`src/rtl/mem_arb_pkg.sv`:
```
// Shared types and defaults for the unified fetch/data memory arbiter.
package mem_arb_pkg;
    localparam int ADDR_W_DEF = 32;
    localparam int DATA_W_DEF = 32;

    // Owner of the response that arrives one cycle after a grant.
    typedef enum logic [1:0] {
        OWN_NONE = 2'd0,
        OWN_IF   = 2'd1,
        OWN_D_RD = 2'd2,
        OWN_D_WR = 2'd3
    } resp_owner_t;
endpackage

```
`src/rtl/arb_streak_counter.sv`:
```
// Saturating count of consecutive data grants while fetch is waiting.
module arb_streak_counter #(
    parameter int MAX_D_STREAK = 4
) (
    input  logic clk,
    input  logic rst,
    input  logic i_inc,
    input  logic i_clr,
    output logic o_sat
);
    localparam int CW = (MAX_D_STREAK > 0) ? $clog2(MAX_D_STREAK + 1) : 1;
    localparam logic [CW-1:0] MAXV = CW'(MAX_D_STREAK);

    logic [CW-1:0] r_cnt;

    always_ff @(posedge clk) begin
        if (rst || i_clr)
            r_cnt <= '0;
        else if (i_inc && (r_cnt != MAXV))
            r_cnt <= r_cnt + 1'b1;
    end

    assign o_sat = (r_cnt == MAXV);
endmodule

```
`src/rtl/unified_mem_arbiter.sv`:
```
// Arbitrates one 1-cycle-latency memory between fetch and data ports and
// steers each response back to the port that issued it.
module unified_mem_arbiter
    import mem_arb_pkg::*;
#(
    parameter int ADDR_W       = ADDR_W_DEF,
    parameter int DATA_W       = DATA_W_DEF,
    parameter int MAX_D_STREAK = 4
) (
    input  logic                clk,
    input  logic                rst,
    input  logic                if_req,
    input  logic [ADDR_W-1:0]   if_addr,
    output logic                if_stall,
    output logic                if_valid,
    output logic [DATA_W-1:0]   if_rdata,
    input  logic                d_ren,
    input  logic                d_wen,
    input  logic [ADDR_W-1:0]   d_addr,
    input  logic [DATA_W-1:0]   d_wdata,
    input  logic [DATA_W/8-1:0] d_mask,
    output logic                d_stall,
    output logic                d_valid,
    output logic [DATA_W-1:0]   d_rdata,
    output logic [ADDR_W-1:0]   mem_addr,
    output logic                mem_ren,
    output logic                mem_wen,
    output logic [DATA_W-1:0]   mem_wdata,
    output logic [DATA_W/8-1:0] mem_mask,
    input  logic [DATA_W-1:0]   mem_rdata
);
    logic        w_d_req, w_d_wr, w_sat, w_grant_if, w_grant_d;
    resp_owner_t r_owner;
    logic [DATA_W-1:0] r_if_hold, r_d_hold;

    assign w_d_req = d_ren | d_wen;
    assign w_d_wr  = d_wen;          // both strobes high is treated as a store

    // Nothing is granted while in reset, so no store can reach memory.
    assign w_grant_d  = ~rst & w_d_req & (~if_req | ~w_sat);
    assign w_grant_if = ~rst & if_req & ~w_grant_d;

    assign if_stall = ~rst & if_req  & ~w_grant_if;
    assign d_stall  = ~rst & w_d_req & ~w_grant_d;

    arb_streak_counter #(.MAX_D_STREAK(MAX_D_STREAK)) u_streak (
        .clk   (clk),
        .rst   (rst),
        .i_inc (w_grant_d & if_req),
        .i_clr (~if_req | w_grant_if),
        .o_sat (w_sat)
    );

    always_comb begin
        mem_addr  = '0;
        mem_ren   = 1'b0;
        mem_wen   = 1'b0;
        mem_wdata = '0;
        mem_mask  = '0;
        if (w_grant_d) begin
            mem_addr  = d_addr;
            mem_ren   = ~w_d_wr;
            mem_wen   = w_d_wr;
            mem_wdata = d_wdata;
            mem_mask  = d_mask;
        end else if (w_grant_if) begin
            mem_addr  = if_addr;
            mem_ren   = 1'b1;
        end
    end

    always_ff @(posedge clk) begin
        if (rst)
            r_owner <= OWN_NONE;
        else if (w_grant_d)
            r_owner <= w_d_wr ? OWN_D_WR : OWN_D_RD;
        else if (w_grant_if)
            r_owner <= OWN_IF;
        else
            r_owner <= OWN_NONE;
    end

    // Memory data is live during the response cycle; the hold registers keep
    // the last response visible until the next one.
    assign if_valid = ~rst & (r_owner == OWN_IF);
    assign d_valid  = ~rst & ((r_owner == OWN_D_RD) | (r_owner == OWN_D_WR));
    assign if_rdata = if_valid ? mem_rdata : r_if_hold;
    assign d_rdata  = d_valid ? ((r_owner == OWN_D_RD) ? mem_rdata : '0) : r_d_hold;

    always_ff @(posedge clk) begin
        if (rst) begin
            r_if_hold <= '0;
            r_d_hold  <= '0;
        end else begin
            if (if_valid) r_if_hold <= if_rdata;
            if (d_valid)  r_d_hold  <= d_rdata;
        end
    end
endmodule
```
`config.mk`:
```
export PLATFORM = sky130hd
export DESIGN_NAME = unified_mem_arbiter
export DESIGN_NICKNAME = d
export VERILOG_FILES = /design/src/rtl/mem_arb_pkg.sv /design/src/rtl/arb_streak_counter.sv /design/src/rtl/unified_mem_arbiter.sv
export SDC_FILE = /design/constraint.sdc
export NUM_CORES = 1
export LEC_CHECK = 0
export ABC_CLOCK_PERIOD_IN_PS = 2300
export BUFFER_PORTS_ARGS = -buffer_cell sky130_fd_sc_hd__buf_2
export CORE_AREA = 2 2 108 110
export CTS_BUF_LIST = sky130_fd_sc_hd__clkbuf_8
export DETAILED_ROUTE_END_ITERATION = 16
export DIE_AREA = 0 0 110 112
export PLACE_DENSITY = 0.81
export SYNTH_ARGS = -nofsm -noshare
export SYNTH_HDL_FRONTEND = slang
export SYNTH_HIERARCHICAL = 1
export SYNTH_SLANG_ARGS = --single-unit
```
`constraint.sdc`:
```
create_clock -name clk -period 2.3 [get_ports clk]
set_input_delay 0 -clock clk [delete_from_list [all_inputs] [get_ports clk]]
set_output_delay 0 -clock clk [all_outputs]
set_load 0.02 [all_outputs]
```
==> results of run 1 <==
==> per-stage QoR <==
step | hold WS, ns | instances | util [%]
after floorplan | 0.07353 | 543 | -
after global placement | 0.2731 | 923 | 50.89
after detailed placement | 0.2789 | 923 | 50.89
after CTS | 0.09056 | 973 | 56.44
after global routing | 0.1084 | 974 | 56.69
final | 0.1083 | 974 | 56.69
==> synthesized netlist by cell type (all sizes together), types with 4 or more instances <==
cell    number
nand2b      66
a22o        32
mux2        34
o21ai       35
a21oi       67
nand2       97
clkbuf      22
buf         28
and2        40
inv          5
nand3b      32
nor3b        4
dfxtp       69
==> timing repair <==
action                                  4_1_cts  5_1_grt
resized for setup                             0        4
endpoints found under the setup margin        0       32
endpoints found under the hold margin        65        0
hold buffers                                 34        0
==> worst max-delay path, delay by kind of cell, from the launching register on <==
family          cells  cell delay (ns)
compound gates      1             0.35
buf+inv             3             0.52
fa+ha+maj           1             0.23
flops               1             0.38
simple gates        2             0.39
==> state kept, by name, summed over array words and instances (netlist names) <==
signal and flops:
u_streak/r_cnt 3, r_owner 2, r_d_hold 32, r_if_hold 32
==> layer usage <==
metal | up-vias | track usage (%) | share of wire, %
met5 | - | 0 | 0
met4 | 0 | 7.511 | 1.5
met3 | 13 | 4.274 | 6.4
met2 | 182 | 48.34 | 53
met1 | 2332 | 30.21 | 39
li1 | 2395 | - | -
==> power breakdown <==
| part | switching (mW) | internal, mW | leakage (nW) |
|---|---|---|---|
| Clock | 0.483 | 0.894 | 0.140 |
| Sequential | 0.0282 | 1.25 | 0.564 |
| Combinational | 0.577 | 0.417 | 2.34 |
==> layout make-up <==
type                       count  area [um2]  share of cell area, %
clock inverter                 5       128.9                  2.034
inverter                       5       18.77                 0.2963
timing repair buffer         322        1862                  29.39
tap                          143       178.9                  2.824
clock buffer                  11       151.4                  2.390
sequential                    69        1383                  21.83
multi-input combinational    419        2613                  41.24
==> path summary, 6_finish.rpt <==
check / startpoint / to / slack (ns) / cells past startpoint
max reg2reg: u_streak/r_cnt[0] / u_streak/r_cnt[0] / 0.15 / 7
min reg2reg: r_if_hold[0] / r_if_hold[0] / 0.45 / 2
min: rst / u_streak/r_cnt[2] / 0.11 / 2
max: u_streak/r_cnt[0] / mem_wdata[18] / 0.07 / 7
==> cell families (layout without fill, tap and decap cells) <==
logic type	after synthesis	after routing	share of synthesized area, %
muxes	34	34	8.989
and+or+nand+nor	246	246	32.11
AOI/OAI and AO/OA	137	137	19.54
adders and majority gates	2	2	0.5875
DFF	69	69	32.43
buffers and inverters	55	343	6.345
==> flow_metrics.tcl, run 1 <==
set metrics [dict create \
    final_cell_mix "274 x buf_2, 97 x nand2_1, 68 x dfxtp_1, 67 x a21oi_1, 65 x nand2b_1" \
    antenna_cells 0 \
    die_y_um 112 \
    synth-main-ff-cell "dfxtp_1" \
    cts_num_sinks 69 \
    worst_slew_pin_slew_ns 0.6911 \
    num_rows 39 \
    clk_latency_ns 0.34 \
    yosysWarnings 6 \
    min_period_ns 2.230 \
    yosys_register_bits 69 \
    setup_viol 0 \
    grt_pass1_vias 4583 \
    cp_cell_sequence "inv_1, ha_1, and2_1, a211oi_4, clkbuf_16, and2_1, buf_2" \
    crit_type "flop to primary output" \
    start_kind "flop" \
    clockRootBuffer "clkbuf_8" \
    power.density_nw_per_um2 576.2 \
    final_layout_size_suffix_gt1_share_pct 41.16 \
    path_max_fanout 36 \
    crit_path_top_delay_cell "dfxtp_1" \
    final_max_slew_viol_count 0 \
    worstPathArrival_ns 2.23 \
    synthesis.area_um2 4259 \
    numCtsBuffers 9 \
    routabilityCongestion 0.9423 \
    placed_area_um2 5687 \
    track_usage_pct 26.14 \
    syn_to_final_growth_pct 48.74 \
    postRouteAntennaNets 0 \
    fin_nets 965 \
    fin_area_um2 6335 \
    async_reset_ff_share_pct 0 \
    nFillCells 1042 \
    ioPinCount 275 \
    portBuffers 274 \
    post_cts_buffers 0 \
    final_common_cell "buf_2" \
    drc 0 \
    coreArea_um2 11170 \
    clock_skew_ns 0.01029 \
    ys_seq_area_share_pct 32.43 \
    syn_nets 682 \
    post-place-ws_ns 0.2169 \
    rsz0062_at_grt "false" \
    tns_ns 0 \
    die_w_um 110 \
    firstDrtPassIters 4 \
    yosysTopAreaCell "dfxtp_1" \
    dpl.hpwl_mm 12.39 \
    synth_cell_type_count 30 \
    synth.area.top_cells "dfxtp_1 32%, nand2b_1 9.7%, nand2_1 8.5%" \
    via_per_inst 5.053 \
    cp-end-kind "primary output" \
    cpMostUsedCell "and2_1" \
    max_freq_mhz 448.4 \
    synthCells 543 \
    status "completed" \
    slew_headroom_pct 53.92 \
    p_leak_nw 3.047 \
    wire_per_inst_um 17.29 \
    syn_avg_cell_area_um2 7.844 \
    maxCapViolCount 0 \
    finalWirelength_mm 16.84 \
    p_total_mw 3.650 \
    hold_viol_final 0 \
    cts.clk_slew.worst_paths_ns 0.08 \
    synth-edff-count 0 \
    grt-ovfl-total 0 \
    htreeDepth 3 \
    cp.required_ns 2.30 \
    fp.dieArea_um2 12320 \
    peakVddDrop_mv 0.3556 \
    cts_tree "done" \
    initial_core_util_pct 38.11 \
    antenna_found_initial 1 \
    hp-class "input pin to flop" \
    grt_pass1_wl_mm 24.55 \
    synth_top_area_share_pct 32.43 \
    critPathMaxStageDelay_ns 0.38 \
    grt_max_degree 72 \
    setup_ws_ns 0.06996 \
    num_vias 4922 \
    period_share_pct 96.96 \
    drt_iter0_drc 334 \
    cts_buffer_depth 2 \
]
No activity file was read; power rests on OpenSTA's default activity.
==> run 2: changes to the inputs <==
==> constraint.sdc (replaced) <==
create_clock -name clk -period 2.3 [get_ports clk]
set_input_delay 0 -clock clk [delete_from_list [all_inputs] [get_ports clk]]
set_output_delay 0 -clock clk [all_outputs]
set_load 0.05 [all_outputs]
==> run 2 against run 1 <==
Final area grew 2.6%. Sequential share of layout area shrank 0.54 points. Non-clock buffer count grew 6. Critical path depth up 2. Final cell count is 0.92% higher. Setup slack gained 0.0030 ns. Clock power down 40%. Hold slack worse by 0.079 ns. Flip-flop and latch count unchanged. First-iteration DRC count is 0.30% higher. Utilization up 1.5 points. Register-to-register slack got worse by 0.08 ns. Critical path type is now flop to flop. Largest power group is now combinational logic.
==> flow_metrics.tcl, run 2 (synthesis gave the netlist of run 1 again) <==
set metrics [dict create \
    rsz0062_at_grt "true" \
    p_leak_nw 3.073 \
    hold_viol_final 0 \
    placed_area_um2 5734 \
    cts_buffer_depth 2 \
    power.density_nw_per_um2 542.3 \
    fin_nets 971 \
    clock_skew_ns 0.01262 \
    firstDrtPassIters 5 \
    syn_to_final_growth_pct 52.64 \
    finalWirelength_mm 17.04 \
    coreArea_um2 11170 \
    postRouteAntennaNets 0 \
    htreeDepth 3 \
    antenna_found_initial 4 \
    setup_ws_ns 0.07294 \
    via_per_inst 5.041 \
    die_y_um 112 \
    routabilityCongestion 0.9287 \
    crit_type "flop to flop" \
    start_kind "flop" \
    initial_core_util_pct 38.11 \
    clockRootBuffer "clkbuf_8" \
    final_max_slew_viol_count 0 \
    cts_num_sinks 69 \
    period_share_pct 96.83 \
    path_max_fanout 5 \
    hp-class "input pin to flop" \
    die_w_um 110 \
    largestRegisters "r_d_hold: 32 flops, r_if_hold: 32 flops, u_streak/r_cnt: 3 flops" \
    cts.clk_slew.worst_paths_ns 0.08 \
    final_cells 983 \
    worstReg2RegEnd "u_streak/r_cnt[0]" \
    setup_viol 0 \
    num_vias 4955 \
    reg2reg_setup_slack_ns 0.07 \
    track_usage_pct 25.98 \
    post-place-ws_ns 0.2299 \
    wire_per_inst_um 17.34 \
    fin_area_um2 6501 \
    drt_iter0_drc 335 \
    status "completed" \
    clk_latency_ns 0.34 \
    cp-startpoint "u_streak/r_cnt[0]" \
    grt-ovfl-total 0 \
    cts_tree "done" \
    max_freq_mhz 449.0 \
    final_layout_size_suffix_gt1_share_pct 41.87 \
    worst_slew_pin_slew_ns 0.5805 \
    worstPathArrival_ns 2.45 \
    grt_pass1_wl_mm 24.40 \
    numCtsBuffers 9 \
    r2r-start "u_streak/r_cnt[0]" \
    crit_end "u_streak/r_cnt[0]" \
    tns_ns 0 \
    reg2regPathDepth 9 \
    fp.dieArea_um2 12320 \
    min_period_ns 2.227 \
    dpl.hpwl_mm 12.28 \
    num_rows 39 \
    final_common_cell "buf_2" \
    grt_max_degree 66 \
    grt_pass1_vias 4611 \
    maxCapViolCount 0 \
    portBuffers 274 \
    final_cell_mix "226 x buf_2, 97 x nand2_1, 67 x a21oi_1, 67 x dfxtp_1, 65 x nand2b_1" \
    slew_headroom_pct 60.89 \
    cp-end-kind "flop" \
    dp_cells 924 \
    ioPinCount 275 \
    cp.required_ns 2.53 \
    drc 0 \
    peakVddDrop_mv 0.2892 \
]
-- run 2: changes by cell type in the layout (fill, tap and decap cells not counted), sizes merged --
| cell | before | now |
|---|---|---|
| dlygate4sd3 | 34 | 33 |
| clkbuf | 12 | 19 |
| diode | 0 | 4 |
| bufinv | 4 | 0 |
| buf | 287 | 285 |
| clkinv | 0 | 5 |
-- run 2: worst max-delay path, cell delays in order (launching register included) --
cell,delay (ns)
dfxtp_2,0.35
inv_1,0.05
ha_1,0.22
and2_2,0.25
a211oi_4,0.25
buf_4,0.17
buf_4,0.10
and2_1,0.16
a21boi_2,0.22
mux2_1,0.34
-- run 2: area by class of cell --
class | instances | area (um2)
timing repair buffer | 328 | 2131
clock buffer | 9 | 123.9
tap | 143 | 178.9
clock inverter | 6 | 32.53
fill | 1016 | 4673
multi-input combinational | 419 | 2623
antenna | 4 | 10.01
inverter | 5 | 18.77
sequential | 69 | 1384
-- run 2: stage by stage --
step | util, % | power (mW) | hold slack (ns)
global placement | 51.32 | 2.589 | 0.2727
CTS | 57.01 | 3.514 | 0.004816
global route | 58.13 | 3.683 | 0.05009
floorplan | - | 2.211 | 0.07353
detailed placement | 51.32 | 2.602 | 0.2769
finish | 58.18 | 3.526 | 0.02947
-- run 2: report_power, final --
part / internal [mW] / leakage (nW) / switching [mW] / total [mW]
registers: 1.25 / 0.564 / 0.0286 / 1.28
clock network: 0.376 / 0.0898 / 0.453 / 0.828
logic: 0.476 / 2.42 / 0.941 / 1.42
-- run 2: worst min-delay path by stage --
stage / start / end / slack (ns) / depth (start not counted)
final: if_req / r_owner[0] / 0.03 / 3
after detailed placement: mem_rdata[21] / r_if_hold[21] / 0.28 / 3
after global placement: mem_rdata[21] / r_if_hold[21] / 0.27 / 3
after CTS: if_req / r_owner[0] / 0.005 / 3
after floorplan: rst / u_streak/r_cnt[2] / 0.07 / 1
after global routing: if_req / r_owner[0] / 0.05 / 3
-- run 2: per-layer routing --
layer | share of wire, % | vias to the layer above | track usage [%] | wire, um
met1 | 38 | 2282 | 29.05 | 6445
met4 | 2.6 | 0 | 10.46 | 451
li1 | - | 2421 | - | -
met3 | 7.2 | 30 | 6.557 | 1227
met5 | 0 | - | 0 | 0
met2 | 52 | 222 | 46.13 | 8916
-- run 2: what timing repair did --
action	CTS	global route
resized for setup	41	20
pin swaps	1	1
buffers inserted	2	2
hold buffers	33	0
endpoints found under the hold margin	65	0
gates cloned	1	2
endpoints found under the setup margin	17	72
